===== config.mk =====
export PLATFORM = sky130hd
export DESIGN_NAME = dma_block_copy_ctrl
export DESIGN_NICKNAME = d
export VERILOG_FILES = /design/src/rtl/dma_block_copy_ctrl.sv
export SDC_FILE = /design/constraint.sdc
export NUM_CORES = 1
export LEC_CHECK = 0
export ABC_AREA = 1
export ABC_CLOCK_PERIOD_IN_PS = 1800
export CORE_MARGIN = 3
export CORE_UTILIZATION = 45
export CTS_CLUSTER_SIZE = 28
export DETAILED_ROUTE_END_ITERATION = 6
export PLACE_DENSITY = 0.88
export SYNTH_ARGS = -nofsm -noshare
export SYNTH_HDL_FRONTEND = slang
export SYNTH_SLANG_ARGS = --single-unit

===== constraint.sdc =====
create_clock -name clk -period 1.8 [get_ports clk]
set_input_delay 0.27 -clock clk [delete_from_list [all_inputs] [get_ports clk]]
set_output_delay 0.27 -clock clk [all_outputs]
set_load 0.01 [all_outputs]

===== src/rtl/dma_block_copy_ctrl.sv =====
// Memory-to-memory block copy sequencer for a shared single-port RAM.
// Acquires the bus with hold_req/hold_ack and moves one word per RD/WR pair.
module dma_block_copy_ctrl #(
  parameter int AW = 6,
  parameter int DW = 32
) (
  input  logic          clk,
  input  logic          rst,
  input  logic          cfg_we,
  input  logic [1:0]    cfg_sel,
  input  logic [AW:0]   cfg_wdata,
  input  logic          start,
  input  logic          abort,
  input  logic          hold_ack,
  input  logic [DW-1:0] ram_rdata,
  output logic          hold_req,
  output logic          bus_own,
  output logic          ram_ctrl,
  output logic [AW-1:0] ram_addr,
  output logic [DW-1:0] ram_wdata,
  output logic          ram_wdata_oe,
  output logic          busy,
  output logic          done,
  output logic          aborted,
  output logic [AW:0]   remaining
);

  typedef enum logic [2:0] {
    IDLE = 3'd0,
    REQ  = 3'd1,
    RD   = 3'd2,
    WR   = 3'd3,
    DONE = 3'd4
  } state_t;

  state_t state;
  state_t state_nx;

  logic [AW-1:0] src_ptr;
  logic [AW-1:0] dst_ptr;
  logic [DW-1:0] buffer;
  logic [AW:0]   rem_dec;

  assign rem_dec = remaining - {{AW{1'b0}}, 1'b1};

  always_ff @(posedge clk) begin
    if (rst) state <= IDLE;
    else     state <= state_nx;
  end

  // Re-arbitration only happens at a word boundary (end of WR).
  always_comb begin
    state_nx = state;
    unique case (state)
      IDLE: begin
        if (start && !abort)
          state_nx = (remaining != '0) ? REQ : DONE;
      end
      REQ: begin
        if (abort)         state_nx = IDLE;
        else if (hold_ack) state_nx = RD;
      end
      RD: begin
        state_nx = abort ? IDLE : WR;
      end
      WR: begin
        if (abort)                state_nx = IDLE;
        else if (rem_dec == '0)   state_nx = DONE;
        else if (hold_ack)        state_nx = RD;
        else                      state_nx = REQ;
      end
      DONE:    state_nx = IDLE;
      default: state_nx = IDLE;
    endcase
  end

  // An aborted RD/WR still finishes its datapath update.
  always_ff @(posedge clk) begin
    if (rst) begin
      src_ptr   <= '0;
      dst_ptr   <= '0;
      remaining <= '0;
      buffer    <= '0;
      aborted   <= 1'b0;
    end else begin
      unique case (state)
        IDLE: begin
          if (cfg_we) begin
            unique case (cfg_sel)
              2'd0:    src_ptr   <= cfg_wdata[AW-1:0];
              2'd1:    dst_ptr   <= cfg_wdata[AW-1:0];
              2'd2:    remaining <= cfg_wdata;
              default: ;
            endcase
          end
          if (start) aborted <= abort;
        end
        REQ: begin
          if (abort) aborted <= 1'b1;
        end
        RD: begin
          buffer  <= ram_rdata;
          src_ptr <= src_ptr + 1'b1;
          if (abort) aborted <= 1'b1;
        end
        WR: begin
          dst_ptr   <= dst_ptr + 1'b1;
          remaining <= rem_dec;
          if (abort) aborted <= 1'b1;
        end
        default: ;
      endcase
    end
  end

  always_comb begin
    hold_req     = 1'b0;
    bus_own      = 1'b0;
    ram_ctrl     = 1'b0;
    ram_addr     = '0;
    ram_wdata    = '0;
    ram_wdata_oe = 1'b0;
    busy         = (state != IDLE);
    done         = 1'b0;
    unique case (state)
      REQ: hold_req = 1'b1;
      RD: begin
        hold_req = 1'b1;
        bus_own  = 1'b1;
        ram_addr = src_ptr;
      end
      WR: begin
        hold_req     = 1'b1;
        bus_own      = 1'b1;
        ram_ctrl     = 1'b1;
        ram_addr     = dst_ptr;
        ram_wdata    = buffer;
        ram_wdata_oe = 1'b1;
      end
      DONE:    done = 1'b1;
      default: ;
    endcase
  end

endmodule


==> Yosys cells after proc, flatten, opt, wreduce, memory -nomap -nowiden <==
Index checks and enable logic that the tools add are counted.
{ "classes": {"eq_ne": 14, "mux": 27, "reduce_logical": 17, "add_sub_neg": 3} }
{ "ops": {"columns": ["op", "count"], "rows": [
  ["case mux 6 bit (2 select lines)", 3],
  ["2-to-1 mux 32 bit", 1],
  ["2-to-1 mux 6 bit", 4],
  ["2-to-1 mux 3 bit", 6],
  ["2-to-1 mux 7 bit", 2],
  ["case mux 7 bit (2 select lines)", 1],
  ["adder 6 x 1 -> 6 bit, second input constant", 2],
  ["case mux 3 bit (4 select lines)", 1],
  ["AND reduction 3 bit", 4],
  ["!= test 2 x 1 -> 1 bit, second input constant", 4],
  ["logical NOT 7 bit", 1],
  ["nonzero test 7 bit", 1],
  ["subtractor 7 x 1 -> 7 bit, second input constant", 1],
  ["equality test 3 x 2 -> 1 bit, second input constant", 2],
  ["2-to-1 mux 1 bit", 6],
  ["!= test 2 bit, second input constant", 3],
  ["nonzero test 2 bit", 3],
  ["2-to-1 mux 2 bit", 2],
  ["equality test 3 x 1 -> 1 bit, second input constant", 1],
  ["equality test 3 bit, second input constant", 1],
  ["logical NOT 3 bit", 1],
  ["!= test 3 bit, second input constant", 1],
  ["nonzero test 3 bit", 1],
  ["OR reduction 3 bit", 1],
  ["8 further kinds", 8]
]} }
{ "word_totals": {"regBits": 55, "output_inout_bits": 52} }

==> Longest topological paths before layout <==
{ "logic_depth": {"word_depth": 5, "depth_mapped": 13, "mapped_depth_nobuf": 13} }

==> Least setup slack after synthesis <==
No wires, ideal clock.
{ "synth_path": {"path_type": "reg-to-output", "from": "register state[1]", "to": "output ram_wdata[11]", "slack_ps": 193, "t_required_ps": 1530, "arrival_ps": 1337, "path_buffers": 3, "stages_incl_launch_ff": 8, "cell_sequence": "dfxtp_1 > nand2_4 > nor2_8 > inv_4 > buf_6 > buf_2 > buf_2 > nor2_1"} }
{ "synth_between": {"elab_chain_len": 2} }
{ "synth_rtl": {"columns": ["element", "line", "source"], "rows": [
  ["from (decl)", "36", "state_t state;"],
  ["from (signal assigned)", "48", "else state <= state_nx;"],
  ["equality test 3 x 2 -> 1 bit", "125", "unique case (state)"],
  ["2-to-1 mux 32 bit", "125", null],
  ["to (decl)", "20", "output logic [DW-1:0] ram_wdata,"]
]} }
No other way between the ends.

==> Worst setup path after layout <==
{ "layout_path": {"from": "register state[2]", "to": "output ram_addr[1]"} }
{ "layout_between": {"elab_chain_len": 2, "word_cells_on_any_way": 3, "cone_classes": "eq/ne: 2; mux: 1"} }
{ "layout_rtl": {"columns": ["element", "line", "source"], "rows": [
  ["equality test 3 x 2 -> 1 bit", "125", null],
  ["case mux 6 bit (2 select lines) *", "125", null],
  ["to (decl)", "19", "output logic [AW-1:0] ram_addr,"]
]} }
Mark *: on every way between the ends. The rest lies on a longest branch, timed or not.

==> run_results.csv <==
group,metric,value,unit
sta,drv_slew,0,
floorplanning,die_x,85.0,um
yosys,yosysUniqueCellTypes,36,
clock_network,numCtsBuffers,5,
global_routing,grt_pass1_vias,2828,
yosys,ys.flop_type,"dfxtp_1",
sta,slew_headroom,75.1,%
power_and_ir_drop,clock_power_share,24.0,%
critical_path,cp_data_required_time,1530,ps
yosys,avgSynthCellArea,6.94,um2
yosys,synth-seq-area-share,39.2,%
yosys,yosysTopAreaCell,"dfxtp_1",
sta,fin_ws,-7.18,ps
sta,grt_setup_unrepaired,"true",
power_and_ir_drop,seq_power_share,48.2,%
final_layout,fin_nets,570,
critical_path,crit_type,"flop to output port",
power_and_ir_drop,internal_power,1.95,mW
power_and_ir_drop,combPwrFrac,27.7,%
floorplanning,ioPinCount,99,
clock_network,clock_sinks,55,
yosys,synth_warnings,0,
yosys,synthTopCellsByArea,"dfxtp_1 39%, o21ai_0 9.4%, a21oi_1 8.9%",
clock_network,htreeDepth,2,
sta,finClkSkew,8.11,ps
yosys,synth.top_cell.area_share,39.2,%
floorplanning,fp-row-count,28,
sta,tightest_slew,372,ps
sta,finalSetupViolations,1,
power_and_ir_drop,total_power,2.85,mW
sta,fmax,0.553,GHz
yosys,ys_async_sr_fraction,0,%
run,drv_cap,0,
yosys,synth_edf_count,0,
global_routing,grt_max_degree,49,
drt,ant_nets,0,
power_and_ir_drop,power_switching,0.896,mW
clock_network,clock_latency,310,ps
sta,min_period,1810,ps
clock_network,clk_pin_slew_worst_paths,100,ps
yosys,synth.most_common_cell,"inv_1",
yosys,syn_inst,405,
critical_path,endpoint_kind,"output port",
final_layout,design_area,0.00399,mm2
final_layout,multi_input_area,0.00136,mm2
global_routing,grt_pass1_wl,12900,um
sta,timing.hold.ws,457,ps
power_and_ir_drop,switching_share,31.5,%
yosys,synth_nets,457,
drt,wl,8090,um
drt,via_per_inst,5.21,
critical_path,startpoint_type,"flop",
drt,drt-pass1-iter-count,5,
drt,drt_iter0_drc,153,
outcome,failed_checks,"negative setup slack",
clock_network,clk_root_buffer_cell,"clkbuf_8",
placement,dpl_cell_area,0.00395,mm2
clock_network,cts_tree,"yes",
floorplanning,coreArea,0.00599,mm2
final_layout,area_delta_synth_final,42.1,%
final_layout,diodes,0,
yosys,netlist_area,0.00281,mm2
min_path,min_path_type,"flop to flop",
critical_path,cp_max_fo,3,
final_layout,regArea,0.00111,mm2
floorplanning,die_area,0.00723,mm2
floorplanning,initial_core_util,46.9,%
sta,finalHoldViolations,0,
placement,dp_hpwl,5900,um
global_routing,grt_remaining_overflow,0,
critical_path,arrival,1540,ps
drt,drc,0,
drt,post_drt_wl_per_cell,13.6,um
power_and_ir_drop,p_per_area,714,mW/mm2
power_and_ir_drop,max-vdd-ir-drop,347,uV
global_routing,antenna_found_initial,0,
yosys,synth-seq-cells,55,
clock_network,hold_buffers,0,
clock_network,cts_buffer_depth,2,
drt,route.vias.total,3096,
global_routing,grt_usage,21.7,%
final_layout,drive_above_1_share,18.3,%
outcome,status,"finished with violations",
sta,min_period_over_period,100,%
yosys,synth_common_cells,"58 x inv_1, 55 x dfxtp_1, 53 x nor2_1, 53 x o21ai_0, 50 x a21oi_1",
power_and_ir_drop,p_leak,1.70,nW
final_layout,fill_cells,482,
placement,gp_congestion,1.02,
floorplanning,die_h,85.0,um
placement,io_buffers,98,
power groups by stage:
stage | clock network, mW | logic [mW] | registers [mW]
2_1_floorplan | 0 | 0.429 | 1.40
4_1_cts | 0.706 | 0.761 | 1.37
3_3_place_gp | 0 | 0.740 | 1.39
6_report | 0.685 | 0.790 | 1.37
5_1_grt | 0.740 | 0.880 | 1.38
3_5_place_dp | 0 | 0.761 | 1.39
worst max-delay path: stages, from the launching register on:
cell	delay (ps)
dfxtp_2	340
inv_2	80
nand2_4	80
buf_6	140
nor2_4	170
buf_6	130
a22o_1	150
buf_2	140
kinds of logic after synthesis:
group / synth area share, %
AO/OA/AOI/OAI: 24.7
AND/OR/NAND/NOR: 19.6
buffers and inverters: 13.0
flip-flops: 39.2
adder cells (fa/ha/maj): 2.23
XOR/XNOR: 1.25
sequential cells by signal, summed over array words and instances (netlist names):
signal,cells
buffer,32
remaining,7
aborted,1
dst_ptr,6
state,3
src_ptr,6
layout make-up:
class	count	share of cell area (%)
Tap cell	75	2.35
Inverter	64	6.14
Clock buffer	5	1.72
Multi-Input combinational cell	263	34.0
Sequential cell	55	27.7
Timing Repair Buffer	129	27.5
Clock inverter	3	0.564
routing by layer:
layer  global-route usage, %  up-vias  wire length [um]
met5                       0        -                 0
met2                    37.7      125              4000
met3                    4.08       10               564
met4                    6.47        0               109
li1                        -     1542                 -
met1                    27.2     1419              3420
cells in the final DEF, fill, tap and decap left out, types with 5 or more instances in the layout:
cell type	count
buf_2	9
clkbuf_2	23
o21ai_1	5
nand3_1	13
o21ai_0	51
dfxtp_1	52
nor2_1	53
inv_1	58
a21oi_1	50
clkdlybuf4s50_1	54
clkbuf_8	5
a31oi_1	5
buf_4	26
nand2_1	46
clkdlybuf4s15_1	6
worst paths after layout:
kind	from	end	slack [ps]	cells past startpoint
hold / removal	buffer[28]$_SDFFE_PP0N_	buffer[28]$_SDFFE_PP0N_	460	2
hold reg to reg	buffer[28]$_SDFFE_PP0N_	buffer[28]$_SDFFE_PP0N_	460	2
setup reg to reg	state[2]$_SDFFE_PP0P_	buffer[28]$_SDFFE_PP0N_	170	9
setup / recovery	state[2]$_SDFFE_PP0P_	ram_addr[1]	-7	7
timing repair:
| action | 4_1_cts | 5_1_grt |
|---|---|---|
| pin swaps | 2 | 3 |
| resized for setup | 90 | 49 |
| endpoints found under the setup margin | 43 | 40 |
| buffers inserted | 3 | 8 |
stage by stage:
step	worst slack, ps	utilization, %	setup TNS (ps)	cells
floorplan	193	-	0	405
global placement	30.9	65.9	0	575
detailed placement	-24.8	65.9	-41.7	575
CTS	29.3	67.1	0	586
global route	-99.8	66.6	-446	594
finish	-7.18	66.6	-7.18	594
Power figures use the tool's default switching activity.
